`config.mk`:
```
export PLATFORM = sky130hd
export DESIGN_NAME = fetch_stall_ctrl_flat
export DESIGN_NICKNAME = d
export VERILOG_FILES = /design/src/rtl/fetch_stall_ctrl_pkg.sv /design/src/rtl/fetch_stall_ctrl_if.sv /design/src/rtl/fetch_stall_ctrl_ifid_reg.sv /design/src/rtl/fetch_stall_ctrl.sv /design/src/flat_wrapper.sv
export SDC_FILE = /design/constraint.sdc
export NUM_CORES = 1
export LEC_CHECK = 0
export CAP_MARGIN = 20
export CELL_PAD_IN_SITES_DETAIL_PLACEMENT = 1
export CELL_PAD_IN_SITES_GLOBAL_PLACEMENT = 2
export CORE_UTILIZATION = 30
export DETAILED_ROUTE_END_ITERATION = 10
export PLACE_DENSITY = 0.84
export RECOVER_POWER = 25
export SYNTH_ARGS = -nofsm -noshare
export SYNTH_HDL_FRONTEND = slang
export SYNTH_SLANG_ARGS = --single-unit
```
`constraint.sdc`:
```
create_clock -name clk -period 5 [get_ports clk]
set_input_delay 1.25 -clock clk [delete_from_list [all_inputs] [get_ports clk]]
set_output_delay 1.25 -clock clk [all_outputs]
set_load 0.01 [all_outputs]
```
`src/rtl/fetch_stall_ctrl_pkg.sv`:
```
// Shared pipeline definitions for the fetch / stall control slice.
// Holds reset PC, control width, NOP encoding and the IF/ID record layout.
package fetch_stall_ctrl_pkg;
  localparam logic [31:0] RESET_PC_DEF = 32'h0000_0000;
  localparam int          CTRL_W_DEF   = 9;
  localparam logic [31:0] NOP_INSTR    = 32'h0000_0000;
  localparam int          BCNT_W       = 16;

  typedef struct packed {
    logic [31:0] instr;
    logic [31:0] pc4;
    logic        valid;
  } ifid_t;

  localparam ifid_t IFID_EMPTY = '{instr: NOP_INSTR, pc4: 32'h0, valid: 1'b0};
endpackage

```
`src/rtl/fetch_stall_ctrl_if.sv`:
```
// Hazard-unit / EX redirect bundle into the fetch stall controller.
interface fetch_stall_ctrl_if;
  logic        hold;
  logic        repeat_i;
  logic        nop;
  logic        branch_taken;
  logic [31:0] branch_target;

  modport master (output hold, repeat_i, nop, branch_taken, branch_target);
  modport slave  (input  hold, repeat_i, nop, branch_taken, branch_target);
endinterface

```
`src/rtl/fetch_stall_ctrl_ifid_reg.sv`:
```
// IF/ID pipeline register: flush beats hold, hold beats load.
module ifid_reg
  import fetch_stall_ctrl_pkg::*;
(
  input  logic  clk,
  input  logic  rst_n,
  input  logic  flush,
  input  logic  hold,
  input  ifid_t d,
  output ifid_t q
);
  always_ff @(posedge clk or negedge rst_n) begin
    if (!rst_n)     q <= IFID_EMPTY;
    else if (flush) q <= IFID_EMPTY;
    else if (!hold) q <= d;
  end
endmodule

```
`src/rtl/fetch_stall_ctrl.sv`:
```
// PC sequencing, IF/ID and ID/EX control with hazard-driven stalls, bubbles
// and branch redirect; a redirect overrides any concurrent stall request.
module fetch_stall_ctrl
  import fetch_stall_ctrl_pkg::*;
#(
  parameter logic [31:0] RESET_PC = RESET_PC_DEF,
  parameter int          CTRL_W   = CTRL_W_DEF
) (
  input  logic                clk,
  input  logic                rst_n,
  fetch_stall_ctrl_if.slave   hz,
  input  logic [31:0]         imem_instr,
  input  logic [CTRL_W-1:0]   id_ctrl,
  output logic [31:0]         pc,
  output logic [31:0]         ifid_instr,
  output logic [31:0]         ifid_pc4,
  output logic                ifid_valid,
  output logic [CTRL_W-1:0]   idex_ctrl,
  output logic [BCNT_W-1:0]   bubble_cnt,
  output logic                stall_err
);
  logic [31:0] pc4;
  ifid_t       fetch_d, ifid_q;
  logic        bubble, stall_mixed;

  assign pc4         = pc + 32'd4;
  assign bubble      = hz.nop && !hz.branch_taken;
  assign stall_mixed = (hz.hold != hz.repeat_i) || (hz.repeat_i != hz.nop);

  always_comb begin
    fetch_d       = IFID_EMPTY;
    fetch_d.instr = imem_instr;
    fetch_d.pc4   = pc4;
    fetch_d.valid = 1'b1;
  end

  always_ff @(posedge clk or negedge rst_n) begin
    if (!rst_n)                pc <= RESET_PC;
    else if (hz.branch_taken)  pc <= hz.branch_target;
    else if (!hz.hold)         pc <= pc4;
  end

  ifid_reg u_ifid (
    .clk   (clk),
    .rst_n (rst_n),
    .flush (hz.branch_taken),
    .hold  (hz.repeat_i),
    .d     (fetch_d),
    .q     (ifid_q)
  );

  assign ifid_instr = ifid_q.instr;
  assign ifid_pc4   = ifid_q.pc4;
  assign ifid_valid = ifid_q.valid;

  // Zeroed control is the bubble; an empty IF/ID also yields one.
  always_ff @(posedge clk or negedge rst_n) begin
    if (!rst_n)                                        idex_ctrl <= '0;
    else if (hz.branch_taken || hz.nop || !ifid_q.valid) idex_ctrl <= '0;
    else                                               idex_ctrl <= id_ctrl;
  end

  always_ff @(posedge clk or negedge rst_n) begin
    if (!rst_n) begin
      bubble_cnt <= '0;
      stall_err  <= 1'b0;
    end else begin
      if (bubble && (bubble_cnt != {BCNT_W{1'b1}})) bubble_cnt <= bubble_cnt + 1'b1;
      if (stall_mixed) stall_err <= 1'b1;
    end
  end
endmodule

```
`src/flat_wrapper.sv`:
```
// flat-port wrapper written by rule: the top's interface ports become plain ports
module fetch_stall_ctrl_flat import fetch_stall_ctrl_pkg::*;
#(
  parameter logic [31:0] RESET_PC = RESET_PC_DEF,
  parameter int          CTRL_W   = CTRL_W_DEF
)
  (clk, rst_n, imem_instr, id_ctrl, pc, ifid_instr, ifid_pc4, ifid_valid, idex_ctrl, bubble_cnt, stall_err, hz_hold, hz_repeat_i, hz_nop, hz_branch_taken, hz_branch_target);
  fetch_stall_ctrl_if hz_i ();
  input  logic clk;
  input  logic rst_n;
  input  logic [31:0] imem_instr;
  input  logic [CTRL_W-1:0] id_ctrl;
  output logic [31:0] pc;
  output logic [31:0] ifid_instr;
  output logic [31:0] ifid_pc4;
  output logic ifid_valid;
  output logic [CTRL_W-1:0] idex_ctrl;
  output logic [BCNT_W-1:0] bubble_cnt;
  output logic stall_err;
  input wire logic [$bits(hz_i.hold)-1:0] hz_hold;
  input wire logic [$bits(hz_i.repeat_i)-1:0] hz_repeat_i;
  input wire logic [$bits(hz_i.nop)-1:0] hz_nop;
  input wire logic [$bits(hz_i.branch_taken)-1:0] hz_branch_taken;
  input wire logic [$bits(hz_i.branch_target)-1:0] hz_branch_target;
  assign hz_i.hold = hz_hold;
  assign hz_i.repeat_i = hz_repeat_i;
  assign hz_i.nop = hz_nop;
  assign hz_i.branch_taken = hz_branch_taken;
  assign hz_i.branch_target = hz_branch_target;
  fetch_stall_ctrl #(.RESET_PC(RESET_PC), .CTRL_W(CTRL_W)) u_core (.clk(clk), .rst_n(rst_n), .hz(hz_i), .imem_instr(imem_instr), .id_ctrl(id_ctrl), .pc(pc), .ifid_instr(ifid_instr), .ifid_pc4(ifid_pc4), .ifid_valid(ifid_valid), .idex_ctrl(idex_ctrl), .bubble_cnt(bubble_cnt), .stall_err(stall_err));
endmodule
```
Word level (Yosys, flattened, before mapping). Index checks and enable logic that the tools add are counted.

Flip-flop bits (word level): 123. Bits of input ports: 79. Output and inout port bits: 123. Word-level logic and storage cells: 26.

$add $sub $neg: 2. Equal/unequal tests: 5. Mux-type cells: 5. Reductions and logical operators: 7.

Operators with widths (number): 2-to-1 mux 65 bit (2); 2-to-1 mux 32 bit (2); adder 32 x 3 -> 32 bit, second input constant (1); adder 16 x 1 -> 16 bit, second input constant (1); != test 16 bit, second input constant (1); 2-to-1 mux 9 bit (1); != test 2 x 1 -> 1 bit, second input constant (2); logical OR 1 bit (3); logical AND 1 bit (2); logical NOT 1 bit (2); != test 1 bit (2).

Logic depth before layout (Yosys ltp). Gate-level depths: netlist of run 1.

Depth after elaboration: 3. Gate-level depth with buffers: 7. Mapped depth without buffers: 5.

By module. Synthesis of run 1 repeated with hierarchy kept, for this count alone.

Cells, all modules: 575. Area, all modules: 6013.3 µm².

By module, submodules not included: fetch_stall_ctrl (instances 1, cells each 366, area an instance 3345.7 µm², sequential area each 1451.4 µm²); ifid_reg (instances 1, cells each 209, area an instance 2667.6 µm², sequential area each 1626.6 µm²).

Worst setup path after synthesis of run 1. No wires, ideal clock.

Path type: input to register. From: input hz_branch_taken. To: register u_core.bubble_cnt[14]. Setup time: 0.125 ns. Arrival: 2.406 ns. Required time: 4.875 ns. Slack: 2.470 ns. Stages on the path: 5. Buffers on the path: 1. Cells stage by stage: nand2b_1 -> or3_1 -> clkbuf_1 -> nor3_1 -> mux2_2.

Cells in the longest elaborated chain, start to end: 3.

RTL lines: from (decl) (RTL line flat_wrapper.sv:23) `input wire logic [$bits(hz_i.branch_taken)-1:0] hz_branch_taken;`; logical NOT 1 bit (RTL line fetch_stall_ctrl.sv:27) `assign bubble = hz.nop && !hz.branch_taken;`; logical AND 1 bit (RTL line fetch_stall_ctrl.sv:27); logical AND 1 bit (RTL line fetch_stall_ctrl.sv:68) `if (bubble && (bubble_cnt != {BCNT_W{1'b1}})) bubble_cnt <= bubble_cnt + 1'b1;`; to (signal assigned) (RTL line fetch_stall_ctrl.sv:68); to (decl) (RTL line fetch_stall_ctrl.sv:19) `output logic [BCNT_W-1:0] bubble_cnt,`.

No other way between the ends. A chain may end at the register's enable or synchronous reset.

==> summary.md, run 1 <==
| Metric | Value |
|---|---|
| Worst slew margin | `-0.4655` |
| CP max-delay cell | `clkbuf_1` |
| Mapped Nets | `701` |
| Syn Area/Cell | `9.842 um^2` |
| Worst r2r dst | `u_core.u_ifid.q[29]` |
| Sink Count | `about 120` |
| Crit path cell chain | `buf_4 > clkbuf_1` |
| Reg2Reg Setup Slack | `2.05 ns` |
| Fin worst setup slack | `1.576 ns` |
| Reg2Reg Launch Point | `u_core.pc[5]` |
| Cell Pwr Density | `322.2 nW/um^2` |
| Async set-or-reset flop fraction in the synthesized netlist | `1.000` |
| Worst Path Arrival | `3.49 ns` |
| Final Instance Area | `8798 um^2` |
| Std cell rows | `51` |
| Clock Skew | `0.008419 ns` |
| Yosys warns | `0` |
| Buffer levels on the longest clock path | `2` |
| Via count | `roughly 5500` |
| GRT Util Overall | `0.2017` |
| # DRC | `0` |
| Final Hold Fails | `0` |
| Total gr overflow | `0` |
| Dpl ws | `1.798 ns` |
| Worst Tran Pin Value | `2.198 ns` |
| Core area | `19720 um^2` |
| Final critical-path required period | `3.424 ns` |
| Seq pwr share | `0.428` |
| Area leader, netlist | `dfrtp_1` |
| GPL Wtd Cong | `between 0.7 and 0.8` |
| Synth top area cells | `dfrtp_1 50%, mux2i_1 5.9%, nor2_1 4.7%, nand2_1 2.9%, xnor2_1 2.9%` |
| Num CTS Buffers | `17` |
| Skew-Pair Late Insertion Delay | `approximately 0.42 ns` |
| Pins Over Slew Limit | `73` |
| Seq/Total Area, Yosys | `0.5044` |
| R2R depth | `4` |
| Initial antenna violation count | `0` |
| Root Driver | `clkbuf_16` |
| CP max stage delay | `1.63 ns` |
| Worst Path Buf+Inv | `2` |
| Die area | `20910 um^2` |
| Switching pwr | `0.0008333 W` |
| Final WL | `20280 um` |
| Number of port buffers | `201` |
| Post-DP Area | `8294 um^2` |
| Crit path kind | `in -> async` |
| #FFs+latches synth | `123` |
| Drt initial violations | `approximately 260` |
| Share of post-route cells with drive strength above 1 | `0.05781` |
| Cell Area, Synth | `6102 um^2` |
| Crit-path max FO | `54` |
| Hold Slack | `0.4500 ns` |
| Number of synthesized flops with an enable pin | `0` |
| Switching Share | `0.2939` |
| Synth Flop Type | `dfrtp_1` |
| Clock-pin slew on the worst setup and hold paths | `around 0.050 ns` |
| CP Data Required Time | `5.07 ns` |
| Most frequent cell after synthesis | `dfrtp_1` |
| Failing checks | `capacitance limit, slew limit` |
| Startpoint types | `input pin` |
| Die height | `around 140 um` |
| Drt pass-1 iters | `4` |
| # hold bufs at CTS | `0` |
| Final period utilization | `0.6847` |
| Antenna Diode Count | `0` |
| HPWL Detailed | `14440 um` |
| Fin nets | `882` |
| Syn Inst Count | `620` |
| Post-synth top cells | `123 x dfrtp_1, 76 x nor2_1, 47 x nand2_1` |
| Vias per Instance | `just over 5` |
| Die width | `144.6 um` |
| Critical Path Source | `rst_n` |
| Power Internal | `0.002002 W` |
| Synth-to-layout area growth | `44.19%` |
| Worst setup endpoint | `u_core.u_ifid.q[48]` |
| Clk pwr share | `0.382` |
| # resized after CTS | `0` |
| Logic pwr share | `0.190` |
| Peak supply drop | `approximately 0.23 mV` |
| Post-CTS setup repair buffer count | `0` |
| Setup TNS | `0 ns` |
| Setup-failing EPs final | `0` |
| Routed len/inst | `18.81 um` |
| Largest net degree at the start of global routing | `62` |
| First-pass GRT wire length | `32200 um` |
| Max_cap viols | `2` |
| CTS H-tree lvls | `4` |
| Leakage power | `3.588 nW` |
| Io pins | `202` |
| Final ANT Viol Nets | `0` |
| Crit end category | `async pin` |
| Post-synth cell types | `55` |
| Initial Utilization | `0.3095` |
| CTS tree | `yes` |
| Worst min path class | `reg -> reg` |
| Synth top area share | `0.5044` |
| Crit-path leading delay family | `buffers and inverters` |
| Critical Path Stages | `2` |
| Hold path start | `u_core.stall_err` |
| RSZ-0062 raised after global routing | `no` |
| Vias in the first global route | `about 6000` |
| Status | `finished, violations left` |
| Achievable Freq | `just under 300 MHz` |
==> power by group through the flow <==
stage	clock [W]	sequential (W)	combinational, W
final	0.00108	0.00121	0.000540
after global placement	0	0.00122	0.000532
after detailed placement	0	0.00123	0.000545
after CTS	0.00111	0.00121	0.000549
after floorplan	0	0.00122	0.000207
after global routing	0.00115	0.00123	0.000588
==> cell usage in the layout (no fill, tap or decap), drive strengths merged, types with 3 or more instances in the layout <==
cell type	count
a2111oi	3
a211oi	9
a21oi	7
a221oi	4
a311oi	7
a31oi	13
and2	11
and4	9
buf	7
clkbuf	21
clkdlybuf4s50	198
clkinv	9
clkinvlp	3
dfrtp	123
inv	14
mux2	4
mux2i	36
nand2	47
nand2b	5
nand3	20
nand4	19
nor2	76
nor2b	3
nor3	24
nor3b	3
nor4	14
o21ai	32
o31a	3
o31ai	3
or3	15
or4	6
xnor2	20
xor2	19
==> routing by layer <==
metal / up-vias / global-route usage / wire length (um)
met4: 0 / 0.07424 / 376
met3: 25 / 0.04073 / 1148
met1: 2775 / 0.2524 / 8819
met2: 158 / 0.3421 / 9935
met5: - / 0 / 0
li1: 2578 / - / -
==> how the worst min path moves through the flow <==
| stage | cells past startpoint | slack [ns] | endpoint |
|---|---|---|---|
| floorplan | 1 | 0.49 | u_core.stall_err |
| global placement | 1 | 0.44 | u_core.stall_err |
| detailed placement | 1 | 0.45 | u_core.stall_err |
| CTS | 1 | 0.46 | u_core.stall_err |
| global route | 1 | 0.49 | u_core.stall_err |
| finish | 1 | 0.45 | u_core.stall_err |
==> cell families (layout without fill, tap and decap cells) <==
family / Yosys count / after routing / share of synthesized area
muxes: 40 / 40 / 0.06643
and+or+nand+nor: 263 / 263 / 0.2260
adders and majority gates: 2 / 2 / 0.004100
xor gates and xnor gates: 39 / 39 / 0.05598
DFF: 123 / 123 / 0.5044
AOI/OAI and AO/OA: 94 / 94 / 0.1040
buffers and inverters: 59 / 252 / 0.03916
==> sequential cells by signal (all words and copies together) (netlist names) <==
name and count:
u_core.idex_ctrl 9, u_core.u_ifid.q 65, u_core.pc 32, u_core.stall_err 1, u_core.bubble_cnt 16
==> per-stage QoR <==
stage	total power, W	util	instances
6_report	0.002835	0.4462	1078
5_1_grt	0.002970	0.4462	1078
4_1_cts	0.002870	0.4466	1078
3_5_place_dp	0.001773	0.4206	1047
3_3_place_gp	0.001754	0.4206	1047
2_1_floorplan	0.001425	-	620
==> area by class of cell <==
cell class,count,area [um^2]
fillers,2189,10920
well taps,265,331.6
inverters,14,52.55
flip-flops and latches,123,3078
clock inverters,12,78.83
multi-input cells,438,2785
clock buffers,19,432.9
repair buffers,207,2039
Power figures use the tool's default switching activity.
==> run 2: changes to the inputs <==
- CORE_UTILIZATION: 30 -> 28
- PLACE_DENSITY: 0.84 -> 0.79
- clock period: 5 -> 3.6 ns (I/O delays scaled with it)
==> summary.md, run 2 (synthesized netlist as in run 1, its figures left out) <==
| Metric | Value |
|---|---|
| Die area | `22390 um^2 (+7.0%)` |
| Critical Path Source | `u_core.pc[8]` |
| Crit path kind | `reg -> out` |
| Vias per Instance | `5.093 (-0.83%)` |
| Via count | `5551 (+0.27%)` |
| Std cell rows | `53 (+3.9%)` |
| Crit-path max FO | `11 (-80%)` |
| Leakage power | `3.619 nW (+0.86%)` |
| Reg2Reg Launch Point | `u_core.pc[4]` |
| Failing checks | `capacitance limit, slew limit` |
| Worst min path class | `reg -> reg` |
| CP max stage delay | `0.63 ns (-1.00 ns)` |
| Final period utilization | `0.7099` |
| Biggest regs | `u_core.u_ifid.q x65, u_core.pc x32, u_core.bubble_cnt x16` |
| CP Data Required Time | `2.70 ns (-2.37 ns)` |
| Fill count | `2371 (+8.3%)` |
| Die height | `149.6 um (+3.5%)` |
| First-pass GRT wire length | `32200 um (about the same)` |
| Total gr overflow | `0 (unchanged)` |
| Post-CTS setup repair buffer count | `0 (unchanged)` |
| Worst Path Buf+Inv | `1 (-1)` |
| # resized after CTS | `0 (unchanged)` |
| Largest register by flop count | `u_core.u_ifid.q` |
| Initial antenna violation count | `1 (+1)` |
| Synth-to-layout area growth | `45.54%` |
| Share of post-route cells with drive strength above 1 | `0.06265 (+0.004843)` |
| CP max-delay cell | `clkdlybuf4s50_1` |
| Status | `finished, violations left` |
| Commonest non-fill, non-tap cells in the layout | `198 x clkdlybuf4s50_1, 123 x dfrtp_1, 76 x nor2_1` |
| Skew-Pair Late Insertion Delay | `0.41 ns (about the same)` |
| RSZ-0062 raised after global routing | `no` |
| Peak supply drop | `0.2912 mV (+24%)` |
| Hold path start | `u_core.stall_err` |
| Fin nets | `883 (+0.11%)` |
| Final Hold Fails | `0 (unchanged)` |
| Max reg flops | `65 (unchanged)` |
| Drt initial violations | `153 (-40%)` |
| Max_cap viols | `1 (-1)` |
| Routed len/inst | `18.48 um (-1.7%)` |
| Clock Skew | `0.005820 ns (-0.002600 ns)` |
| Worst slew margin | `-0.1102 (+0.3553)` |
| Final critical-path required period | `2.555 ns` |
| Root Driver | `clkbuf_16` |
| Drt pass-1 iters | `4 (unchanged)` |
| Crit end category | `output pin` |
| Sink Count | `123 (unchanged)` |
| Setup-failing EPs final | `0 (unchanged)` |
| Pins Over Slew Limit | `61 (-16%)` |
| GPL Wtd Cong | `0.7985 (+1.6%)` |
| Setup TNS | `0 ns (unchanged)` |
| Cell Pwr Density | `454.1 nW/um^2 (+41%)` |
| Num CTS Buffers | `17 (unchanged)` |
| # DRC | `0 (unchanged)` |
| Worst Path Arrival | `1.66 ns (-1.83 ns)` |
| GRT Util Overall | `0.1865 (-0.01520)` |
| Vias in the first global route | `5930 (+0.25%)` |
| Die width | `149.6 um (+3.5%)` |
| CTS tree | `yes` |
| Final WL | `20150 um (-0.66%)` |
| HPWL Detailed | `14460 um (+0.16%)` |
| CTS H-tree lvls | `4 (unchanged)` |
| # hold bufs at CTS | `0 (unchanged)` |
| Final ANT Viol Nets | `0 (unchanged)` |
| Crit path cell chain | `clkdlybuf4s50_1` |
| Largest net degree at the start of global routing | `75 (+21%)` |
| Achievable Freq | `just under 400 MHz` |
| Crit-path leading delay family | `buffers and inverters` |
| Core area | `21220 um^2 (+7.6%)` |
| Initial Utilization | `0.2876 (-0.02191)` |
| Worst Tran Pin Value | `1.665 ns (-0.5329 ns)` |
| Startpoint types | `flip-flop` |
| Number of port buffers | `201 (unchanged)` |
| Buffer levels on the longest clock path | `2 (unchanged)` |
| Clock-pin slew on the worst setup and hold paths | `0.06 ns (about the same)` |
| Most common cell after layout, fill and taps aside | `clkdlybuf4s50_1` |
| Final core occ | `0.4185 (-0.02771)` |
| Io pins | `202 (unchanged)` |
-- run 2: power by group --
part	leakage (nW)	internal [W]	switching [W]	total (W)
logic	1.79	0.000411	0.000335	0.000746
registers	1.57	0.00150	0.000176	0.00168
clock network	0.264	0.000977	0.000630	0.00161
total	3.62	0.00289	0.00114	0.00403
-- run 2: metrics by stage --
step	power, W	cells	setup slack, ns	hold WS, ns	area (um^2)
6_report	0.004033	1090	1.045	0.4659	8881
5_1_grt	0.004230	1090	0.8096	0.4864	8881
4_1_cts	0.004083	1089	1.034	0.4752	8881
3_5_place_dp	0.002456	1058	0.6917	0.4598	8327
3_3_place_gp	0.002435	1058	0.7850	0.4504	8327
2_1_floorplan	0.001980	620	1.329	0.4932	6102
-- run 2: worst paths after layout --
kind	cells past startpoint	slack, ns	endpoint
max in group asynchronous	2	1.58	u_core.u_ifid.q[58]
worst max register to register	4	1.05	u_core.u_ifid.q[32]
worst max-delay path	1	1.04	pc[8]
min in group asynchronous	1	0.92	u_core.pc[8]
worst min register to register	1	0.47	u_core.stall_err
worst min-delay path	1	0.47	u_core.stall_err
-- run 2: layout make-up --
type                       count  area, um^2  share of cell area
clock inverter                11       97.59             0.01099
tap                          275       344.1             0.03874
antenna                        1       2.502           0.0002818
clock buffer                  20       456.7             0.05142
timing repair buffer         208        2064              0.2325
inverter                      14       52.55            0.005917
multi-input combinational    438        2785              0.3136
sequential                   123        3078              0.3466
-- run 2: metal layers --
metal / GRT usage / wire length (um) / vias up
met4: 0.06582 / 418 / 0
met3: 0.05518 / 1218 / 21
met1: 0.2411 / 8941 / 2791
met5: 0 / 0 / -
met2: 0.2944 / 9569 / 144
li1: - / - / 2595
-- run 2: worst register-to-register path, cell delays in order, from the launching register on --
cell	delay [ns]
dfrtp_1	0.54
nand3_1	0.43
or4_4	0.71
or4_1	0.50
a311oi_1	0.27
